**src/rtl/lsu_pkg.sv**
```systemverilog
// Shared definitions for the load/store unit: DMCtrl width encodings,
// FSM state type and request decode helpers.
package lsu_pkg;

   localparam logic [2:0] CTRL_B  = 3'b000;
   localparam logic [2:0] CTRL_H  = 3'b001;
   localparam logic [2:0] CTRL_W  = 3'b010;
   localparam logic [2:0] CTRL_BU = 3'b100;
   localparam logic [2:0] CTRL_HU = 3'b101;

   typedef enum logic [2:0] {
      ST_IDLE,
      ST_ISSUE0,
      ST_ISSUE1,
      ST_CAPT,
      ST_RESP
   } lsu_state_t;

   // Access size in bytes; 0 for encodings with no defined width.
   function automatic logic [2:0] ctrl_size(input logic [2:0] ctrl);
      case (ctrl)
         CTRL_B, CTRL_BU: ctrl_size = 3'd1;
         CTRL_H, CTRL_HU: ctrl_size = 3'd2;
         CTRL_W:          ctrl_size = 3'd4;
         default:         ctrl_size = 3'd0;
      endcase
   endfunction

   // Unsigned widths only make sense for loads.
   function automatic logic ctrl_legal(input logic [2:0] ctrl, input logic we);
      case (ctrl)
         CTRL_B, CTRL_H, CTRL_W: ctrl_legal = 1'b1;
         CTRL_BU, CTRL_HU:       ctrl_legal = ~we;
         default:                ctrl_legal = 1'b0;
      endcase
   endfunction

endpackage

```
**src/rtl/lsu_align.sv**
```systemverilog
// Combinational lane alignment: byte enables and write data across the two
// words of a possibly split access, plus load merge and extension.
module lsu_align
   import lsu_pkg::*;
(
   input  logic [1:0]  i_offset,
   input  logic [2:0]  i_ctrl,
   input  logic [31:0] i_wdata,
   input  logic [31:0] i_word0,
   input  logic [31:0] i_word1,
   output logic        o_split,
   output logic [7:0]  o_be,
   output logic [63:0] o_wdata,
   output logic [31:0] o_rdata
);

   logic [2:0]  w_size;
   logic [3:0]  w_mask;
   logic [5:0]  w_shamt;
   logic [63:0] w_wshift;
   logic [31:0] w_rshift;

   always_comb begin
      w_size   = ctrl_size(i_ctrl);
      w_shamt  = {i_offset, 3'b000};
      case (w_size)
         3'd1:    w_mask = 4'b0001;
         3'd2:    w_mask = 4'b0011;
         3'd4:    w_mask = 4'b1111;
         default: w_mask = 4'b0000;
      endcase
      o_split  = ({1'b0, i_offset} + w_size) > 3'd4;
      o_be     = 8'({4'b0000, w_mask} << i_offset);
      w_wshift = {32'h0000_0000, i_wdata} << w_shamt;

      // Upper bytes of right-aligned store data must not leak into idle lanes.
      o_wdata = '0;
      for (int unsigned i = 0; i < 8; i++) begin
         if (o_be[i]) o_wdata[8*i +: 8] = w_wshift[8*i +: 8];
      end

      w_rshift = 32'({i_word1, i_word0} >> w_shamt);
      case (i_ctrl)
         CTRL_B:  o_rdata = {{24{w_rshift[7]}}, w_rshift[7:0]};
         CTRL_H:  o_rdata = {{16{w_rshift[15]}}, w_rshift[15:0]};
         CTRL_W:  o_rdata = w_rshift;
         CTRL_BU: o_rdata = {24'h000000, w_rshift[7:0]};
         CTRL_HU: o_rdata = {16'h0000, w_rshift[15:0]};
         default: o_rdata = '0;
      endcase
   end

endmodule

```
**src/rtl/load_store_unit.sv**
```systemverilog
// Load/store unit: accepts one request, issues one or two word accesses to a
// one-cycle-latency data memory, and returns the merged, extended result.
module load_store_unit
   import lsu_pkg::*;
(
   input  logic        clk,
   input  logic        rst_n,
   input  logic        req_valid,
   output logic        req_ready,
   input  logic        req_we,
   input  logic [2:0]  req_ctrl,
   input  logic [31:0] req_addr,
   input  logic [31:0] req_wdata,
   output logic        rsp_valid,
   output logic [31:0] rsp_rdata,
   output logic        rsp_err,
   output logic        mem_req,
   output logic        mem_we,
   output logic [31:0] mem_addr,
   output logic [3:0]  mem_be,
   output logic [31:0] mem_wdata,
   input  logic [31:0] mem_rdata
);

   lsu_state_t  r_state;
   lsu_state_t  w_next;

   logic        r_we;
   logic        r_err;
   logic [2:0]  r_ctrl;
   logic [31:0] r_addr;
   logic [31:0] r_wdata;
   logic [31:0] r_word0;

   logic        r_mem_req;
   logic        r_mem_we;
   logic [31:0] r_mem_addr;
   logic [3:0]  r_mem_be;
   logic [31:0] r_mem_wdata;
   logic        r_rsp_valid;
   logic [31:0] r_rsp_rdata;
   logic        r_rsp_err;

   logic        w_idle;
   logic        w_accept;
   logic        w_legal;
   logic [1:0]  w_offset;
   logic [2:0]  w_ctrl;
   logic [31:0] w_wdata_in;
   logic [31:0] w_word0;
   logic        w_split;
   logic [7:0]  w_be;
   logic [63:0] w_wdata;
   logic [31:0] w_rdata;

   assign w_idle   = (r_state == ST_IDLE);
   assign w_accept = req_valid && w_idle;
   assign w_legal  = ctrl_legal(req_ctrl, req_we);

   // In IDLE the aligner sees the live request so word 0 can be registered on accept.
   assign w_offset   = w_idle ? req_addr[1:0] : r_addr[1:0];
   assign w_ctrl     = w_idle ? req_ctrl      : r_ctrl;
   assign w_wdata_in = w_idle ? req_wdata     : r_wdata;
   assign w_word0    = w_split ? r_word0 : mem_rdata;

   lsu_align u_align (
      .i_offset (w_offset),
      .i_ctrl   (w_ctrl),
      .i_wdata  (w_wdata_in),
      .i_word0  (w_word0),
      .i_word1  (mem_rdata),
      .o_split  (w_split),
      .o_be     (w_be),
      .o_wdata  (w_wdata),
      .o_rdata  (w_rdata)
   );

   always_ff @(posedge clk or negedge rst_n) begin
      if (!rst_n) r_state <= ST_IDLE;
      else        r_state <= w_next;
   end

   // Illegal requests pass through CAPT so the error response lands two cycles after accept.
   always_comb begin
      w_next = r_state;
      case (r_state)
         ST_IDLE:   if (w_accept) w_next = w_legal ? ST_ISSUE0 : ST_CAPT;
         ST_ISSUE0: w_next = w_split ? ST_ISSUE1 : ST_CAPT;
         ST_ISSUE1: w_next = ST_CAPT;
         ST_CAPT:   w_next = ST_RESP;
         ST_RESP:   w_next = ST_IDLE;
         default:   w_next = ST_IDLE;
      endcase
   end

   always_ff @(posedge clk or negedge rst_n) begin
      if (!rst_n) begin
         r_we        <= 1'b0;
         r_err       <= 1'b0;
         r_ctrl      <= '0;
         r_addr      <= '0;
         r_wdata     <= '0;
         r_word0     <= '0;
         r_mem_req   <= 1'b0;
         r_mem_we    <= 1'b0;
         r_mem_addr  <= '0;
         r_mem_be    <= '0;
         r_mem_wdata <= '0;
         r_rsp_valid <= 1'b0;
         r_rsp_rdata <= '0;
         r_rsp_err   <= 1'b0;
      end else begin
         r_mem_req   <= 1'b0;
         r_mem_we    <= 1'b0;
         r_mem_addr  <= '0;
         r_mem_be    <= '0;
         r_mem_wdata <= '0;
         r_rsp_valid <= 1'b0;
         case (r_state)
            ST_IDLE: begin
               if (w_accept) begin
                  r_we    <= req_we;
                  r_err   <= ~w_legal;
                  r_ctrl  <= req_ctrl;
                  r_addr  <= req_addr;
                  r_wdata <= req_wdata;
                  if (w_legal) begin
                     r_mem_req   <= 1'b1;
                     r_mem_we    <= req_we;
                     r_mem_addr  <= {req_addr[31:2], 2'b00};
                     r_mem_be    <= w_be[3:0];
                     r_mem_wdata <= w_wdata[31:0];
                  end
               end
            end
            ST_ISSUE0: begin
               if (w_split) begin
                  r_mem_req   <= 1'b1;
                  r_mem_we    <= r_we;
                  r_mem_addr  <= {r_addr[31:2], 2'b00} + 32'd4;
                  r_mem_be    <= w_be[7:4];
                  r_mem_wdata <= w_wdata[63:32];
               end
            end
            ST_ISSUE1: r_word0 <= mem_rdata;
            ST_CAPT: begin
               r_rsp_valid <= 1'b1;
               r_rsp_err   <= r_err;
               r_rsp_rdata <= (r_err || r_we) ? '0 : w_rdata;
            end
            default: ;
         endcase
      end
   end

   assign req_ready = w_idle;
   assign rsp_valid = r_rsp_valid;
   assign rsp_rdata = r_rsp_rdata;
   assign rsp_err   = r_rsp_err;
   assign mem_req   = r_mem_req;
   assign mem_we    = r_mem_we;
   assign mem_addr  = r_mem_addr;
   assign mem_be    = r_mem_be;
   assign mem_wdata = r_mem_wdata;

endmodule

```
**config.mk**
```make
export PLATFORM = sky130hd
export DESIGN_NAME = load_store_unit
export DESIGN_NICKNAME = d
export VERILOG_FILES = /design/src/rtl/lsu_pkg.sv /design/src/rtl/lsu_align.sv /design/src/rtl/load_store_unit.sv
export SDC_FILE = /design/constraint.sdc
export NUM_CORES = 1
export LEC_CHECK = 0
export BUFFER_PORTS_ARGS = -buffer_cell sky130_fd_sc_hd__buf_2
export CAP_MARGIN = 20
export CORE_AREA = 4 4 150 152
export CTS_BUF_LIST = sky130_fd_sc_hd__clkbuf_4
export CTS_CLUSTER_SIZE = 12
export DETAILED_ROUTE_END_ITERATION = 7
export DIE_AREA = 0 0 154 156
export PLACE_DENSITY = 0.7
export SLEW_MARGIN = 20
export SYNTH_ARGS = -nofsm -noshare
export SYNTH_HDL_FRONTEND = slang
export SYNTH_SLANG_ARGS = --single-unit
```
**constraint.sdc**
```tcl
create_clock -name clk -period 4.64 [get_ports clk]
set_input_delay 0.464 -clock clk [delete_from_list [all_inputs] [get_ports clk]]
set_output_delay 0.464 -clock clk [all_outputs]
set_load 0.02 [all_outputs]
```
# --- Word level (Yosys, flattened, before mapping) ---
# Index checks and enable logic that the tools add are counted.
totals:
  output_inout_bits: 105
  word_cells: 90
  in_bits: 103
  regBits: 208
op_classes:
  reduce_logical: 10
  order_cmp: 1
  muxes: 42
  eq_ne: 15
  n_bitwise: 2
  shift: 3
  n_addsub: 2
op_table:
  columns: ["op", "count"]
  rows:
  - ["$mux W32", 9]
  - ["$pmux W32 S5", 1]
  - ["$pmux W32 S2", 2]
  - ["$mux W8", 8]
  - ["$shl A32 B5 Y64", 1]
  - ["$shr A64 B5 Y32", 1]
  - ["$add A32 B3 Y32 const B", 1]
  - ["$eq A3 B2 Y1 const B", 5]
  - ["$eq A3 B3 Y1 const B", 5]
  - ["$eq A3 B1 Y1 const B", 4]
  - ["$mux W4", 3]
  - ["$pmux W3 S4", 1]
  - ["$pmux W4 S3", 1]
  - ["$logic_not A3 Y1", 3]
  - ["$pmux W3 S3", 1]
  - ["$mux W1", 8]
  - ["$pmux W4 S2", 1]
  - ["$shl A4 B2 Y8", 1]
  - ["$mux W3", 2]
  - ["$pmux W1 S2", 3]
  - ["$reduce_or A2 Y1", 3]
  - ["$mux W2", 2]
  - ["$add A2 B3 Y3", 1]
  - ["$gt A3 B3 Y1 const B", 1]
  - ["other kinds (6)", 7]

# --- Longest topological paths before layout ---
logic_depth:
  ltp_word: 12
  ltp_mapped: 20
  mapped_depth_nobuf: 15

# --- Hierarchy ---
# From an unflattened synthesis, not the netlist that was laid out.
unflattened:
  hier_cells: 1182
  hier_area_um2: 11207.0
modules_own_cells:
  columns: ["mod", "cells_per_inst", "instances", "seq_area_each_um2", "area_each_um2"]
  rows:
  - ["load_store_unit", 853, 1, 5154.9, 8993.6]
  - ["lsu_align", 329, 1, 0.0, 2213.4]

# --- Worst setup path after synthesis ---
# No wires, ideal clock.
synth_timing:
  kind: "reg2reg"
  startpoint: "register r_state[2]"
  endpoint: "register r_rsp_rdata[4], in the netlist rsp_rdata[4]"
  required_time_ps: 4503
  setup_time_ps: 137
  path_buffers: 7
  arrival_time_ps: 4128
  setup_slack_ps: 375
  period_less_slack_ps: 4265
  path_stages_with_launch: 20
  path_cell_list: "dfrtp_1 > or3_4 > buf_2 > nand2_1 > nand2_1 > inv_1 > clkbuf_1 > buf_1 > buf_2 > fa_1 > nand2b_1 > nand2b_1 > mux2i_2 > buf_6 > buf_2 > buf_2 > mux2i_1 > nand2_1 > a31oi_1 > o21ai_0"
synth_via:
  elab_chain_len: 11
  word_cells_on_any_way: 18
  classes_between: "add/sub (1); order compare (1); eq/ne (5); shift (1); mux (6); reduce/logical (4)"
synth_rtl:
  columns: ["element", "line", "text"]
  rows:
  - ["start, declared", "load_store_unit.sv:25", "lsu_state_t r_state;"]
  - ["start signal, assigned", "load_store_unit.sv:80", "else r_state <= w_next;"]
  - ["$logic_not A3 Y1", "load_store_unit.sv:56", "assign w_idle = (r_state == ST_IDLE);"]
  - ["$mux W3", "load_store_unit.sv:62", "assign w_ctrl = w_idle ? req_ctrl : r_ctrl;"]
  - ["$eq A3 B1 Y1, or another cell as far along", "lsu_pkg.sv:21, lsu_align.sv:43", null]
  - ["$reduce_or A2 Y1", "lsu_pkg.sv:21", "case (ctrl)"]
  - ["$pmux W3 S3", "lsu_pkg.sv:21", null]
  - ["$add A2 B3 Y3", "lsu_align.sv:32", "o_split = ({1'b0, i_offset} + w_size) > 3'd4;"]
  - ["$gt A3 B3 Y1", "lsu_align.sv:32", null]
  - ["$mux W32", "load_store_unit.sv:64", "assign w_word0 = w_split ? r_word0 : mem_rdata;"]
  - ["$shr A64 B5 Y32", "lsu_align.sv:42", "w_rshift = 32'({i_word1, i_word0} >> w_shamt);"]
  - ["$pmux W32 S5", "lsu_align.sv:43", "case (i_ctrl)"]
  - ["$mux W32", "load_store_unit.sv:149", "r_rsp_rdata <= (r_err || r_we) ? '0 : w_rdata;"]
  - ["end signal, assigned", "load_store_unit.sv:149", null]
  - ["end, declared", "load_store_unit.sv:41", "logic [31:0] r_rsp_rdata;"]
# Parallel ways exist; a longest one is shown, timed or not.
# A chain may end at the register's enable or synchronous reset.

# --- Final worst setup path ---
layout_timing:
  startpoint: "register r_state[2]"
  endpoint: "register r_rsp_rdata[10], in the netlist rsp_rdata[10]"
# The elaborated chain is that of the path after synthesis.

==> flow_summary.yaml <==
status:
  outcome: "completed"
finish:
  fill_cells: 1830
  area_delta_synth_final_pct: 23.0
  mostFrequentLayoutCells: "nand2_1, dfrtp_1, buf_2"
  drive_above_1_share: 0.279
  layout.nets: 1489
  utilization: 0.615
  multi_input_area_um2: 5020
  final_common_cell: "nand2_1"
  regArea_um2: 5150
routing:
  ant_nets: 0
  wire_per_inst_um: 17.8
  drt_first_pass_iters: 5
  drc: 0
  drt-total-wl_um: 30300
  via_per_inst: 5.51
  vias: 9385
  dr.first_iter.drc_count: 785
power_and_ir_drop:
  p_comb_frac: 0.488
  netSwitchingFraction: 0.430
  peakVddDrop_v: 0.000494
  p_leak_uw: 0.00649
  p_int_uw: 4960
  switchingPower_uw: 3740
  powerDensity_nw_per_um2: 674
  p_seq_frac: 0.322
  clockPowerShare: 0.190
critical_path:
  critPathArrivalTime_ns: 4.80
  end_kind: "flop"
  cp.required_ns: 5.18
  crit_type: "flop to flop"
  crit_fanout: 26
  reg2reg_slack_ns: 0.38
  worst_setup_path_start_kind: "flop"
sta:
  tightestPinTransition_ns: 1.02
  finalSetupViolCount: 0
  clock_skew_ns: 0.0492
  final-max-slew-violation-count: 0
  fmax_ghz: 0.234
  setup_tns_ns: 0
  hold_viol: 0
  finalCritPeriodShare: 0.919
  post-route-min-period_ns: 4.26
  max_slew_margin: 0.314
  rsz0062_at_grt: "false"
floorplanning:
  die-area_um2: 24000
  num_rows: 53
  initial_utilization: 0.499
  die-height_um: 156
  ioPinCount: 208
  core_area_um2: 21000
  die_x_um: 154
logic_synthesis:
  synth_area_leader_cell: "dfrtp_1"
  ys_warn_count: 0
  ys_types: 54
  synth_top_area_share: 0.491
  synth_seq_area_share: 0.491
  synth_seq_cells: 206
  synthArstFlopShare: 1.00
  ys.flop_type: "dfrtp_1"
  ys_top_cells_by_area: "dfrtp_1, nand2_1, mux2_2"
  synth_edf_count: 0
  avgSynthCellArea_um2: 9.30
  synth_area_um2: 10500
  synthCells: 1129
clock_network:
  cts_hold_buf: 43
  cts_resized: 0
  clk_pin_slew_ns: 0.06
  ctsRootBufferMaster: "clkbuf_4"
  cts_setup_buffers: 0
  clkLatencyLatePin_ns: 0.68
  clock_sinks: 206
  clk_path_buf_depth: 3
  numCtsBuffers: 57
  htreeDepth: 2
  cts_tree: "built"
global_routing:
  grtUsageTotal: 0.248
  grt_max_degree: 111
  antenna_found_initial: 4
  grt_pass1_vias: 9248
  overflow: 0
  grt_pass1_wl_um: 48600
run:
  drv_cap: 0
placement:
  dpl.hpwl_um: 20000
  io_buffers: 205
  place_congestion: 0.849
min_path:
  min_path_type: "input port to flop"
## registers in the layout (all words and copies together) (netlist names), 3 cells and up
name and flops:
r_ctrl 3, r_state 3, mem_be 4, r_addr 32, r_wdata 32, mem_addr 30, r_word0 32, rsp_rdata 32
mem_wdata 32
## final timing paths
| kind | end | from | depth (start not counted) |
|---|---|---|---|
| max | rsp_rdata[10] | r_state[2] | 16 |
| min | r_wdata[19] | req_wdata[19] | 3 |
| max reg2reg | rsp_rdata[10] | r_state[2] | 16 |
| min reg2reg | rsp_rdata[15] | rsp_rdata[15] | 2 |
| max in group asynchronous | mem_addr[5] | rst_n | 3 |
| min in group asynchronous | mem_wdata[14] | rst_n | 2 |
## stage by stage
| step | worst slack (ns) | instance area [µm²] | power (µW) | std cells | hold WS (ns) |
|---|---|---|---|---|---|
| CTS | 0.333 | 12900 | 8730 | 1699 | 0.00131 |
| detailed placement | 0.361 | 11800 | 7020 | 1556 | 0.465 |
| floorplan | 0.375 | 10500 | 5920 | 1130 | 0.168 |
| global placement | 0.490 | 11800 | 6920 | 1556 | 0.458 |
| global route | 0.114 | 12900 | 9350 | 1701 | 0.0182 |
| finish | 0.375 | 12900 | 8700 | 1702 | 0.0402 |
## worst max-delay path: stages (launching register included)
cell and delay [ns]:
dfrtp_1 0.44, or3_4 0.51, inv_2 0.21, mux2i_4 0.27
inv_2 0.05, ha_1 0.18, inv_1 0.06, fa_1 0.40
nand2b_1 0.11, nand2_1 0.09, mux2i_4 0.34, buf_4 0.46
mux2_2 0.41, nor2_1 0.09, a21oi_1 0.06, a221oi_1 0.33
o21ai_0 0.13
## metal layers
layer,GRT usage,share of wire
met1,0.348,0.44
met2,0.389,0.46
met3,0.0502,0.080
met4,0.0807,0.020
met5,0,0.00069
## final cells by class
class	count	share of cell area
Timing Repair Buffer	266	0.125
Antenna cell	3	0.000581
Multi-Input combinational cell	837	0.389
Sequential cell	206	0.399
Tap cell	275	0.0266
Inverter	15	0.00436
Clock buffer	86	0.0500
Clock inverter	14	0.00610
## cells by family (layout without fill, tap and decap cells)
group	Yosys count	after routing	synth area share
fa+ha+maj	3	3	0.00429
compound gates	210	210	0.127
simple gates	457	457	0.178
flops	206	206	0.491
buf+inv	87	381	0.0344
mux	137	137	0.141
other cells	1	5	0.000357
xor+xnor	28	28	0.0234
## cells in the mapped netlist, types with 2 or more instances
library cell  count
nand2_1         316
dfrtp_1         206
nor2_1           75
mux2_2           68
mux2i_1          66
a21oi_1          53
clkbuf_1         47
o21ai_0          45
o22ai_1          33
nand3_1          21
xor2_1           18
a211oi_1         16
a32oi_1          14
inv_1            13
o211ai_1         13
buf_1            11
buf_2            10
xnor2_1          10
a221oi_1          9
and3_1            9
a22oi_1           8
a31oi_1           7
nor2b_1           7
nor3_1            6
nand2b_1          5
and2_1            3
or2_2             3
a21o_1            2
and4_1            2
buf_4             2
buf_6             2
ha_1              2
inv_2             2
nor3b_1           2
o21ai_1           2
o22a_1            2
o32ai_1           2
## power by group through the flow
| stage | registers [µW] | logic (µW) | clock network (µW) |
|---|---|---|---|
| global placement | 2810 | 4110 | 0 |
| CTS | 2800 | 4240 | 1700 |
| floorplan | 2890 | 3030 | 0 |
| finish | 2810 | 4250 | 1650 |
| global route | 2880 | 4670 | 1800 |
| detailed placement | 2820 | 4200 | 0 |
No activity file was read; power rests on OpenSTA's default activity.
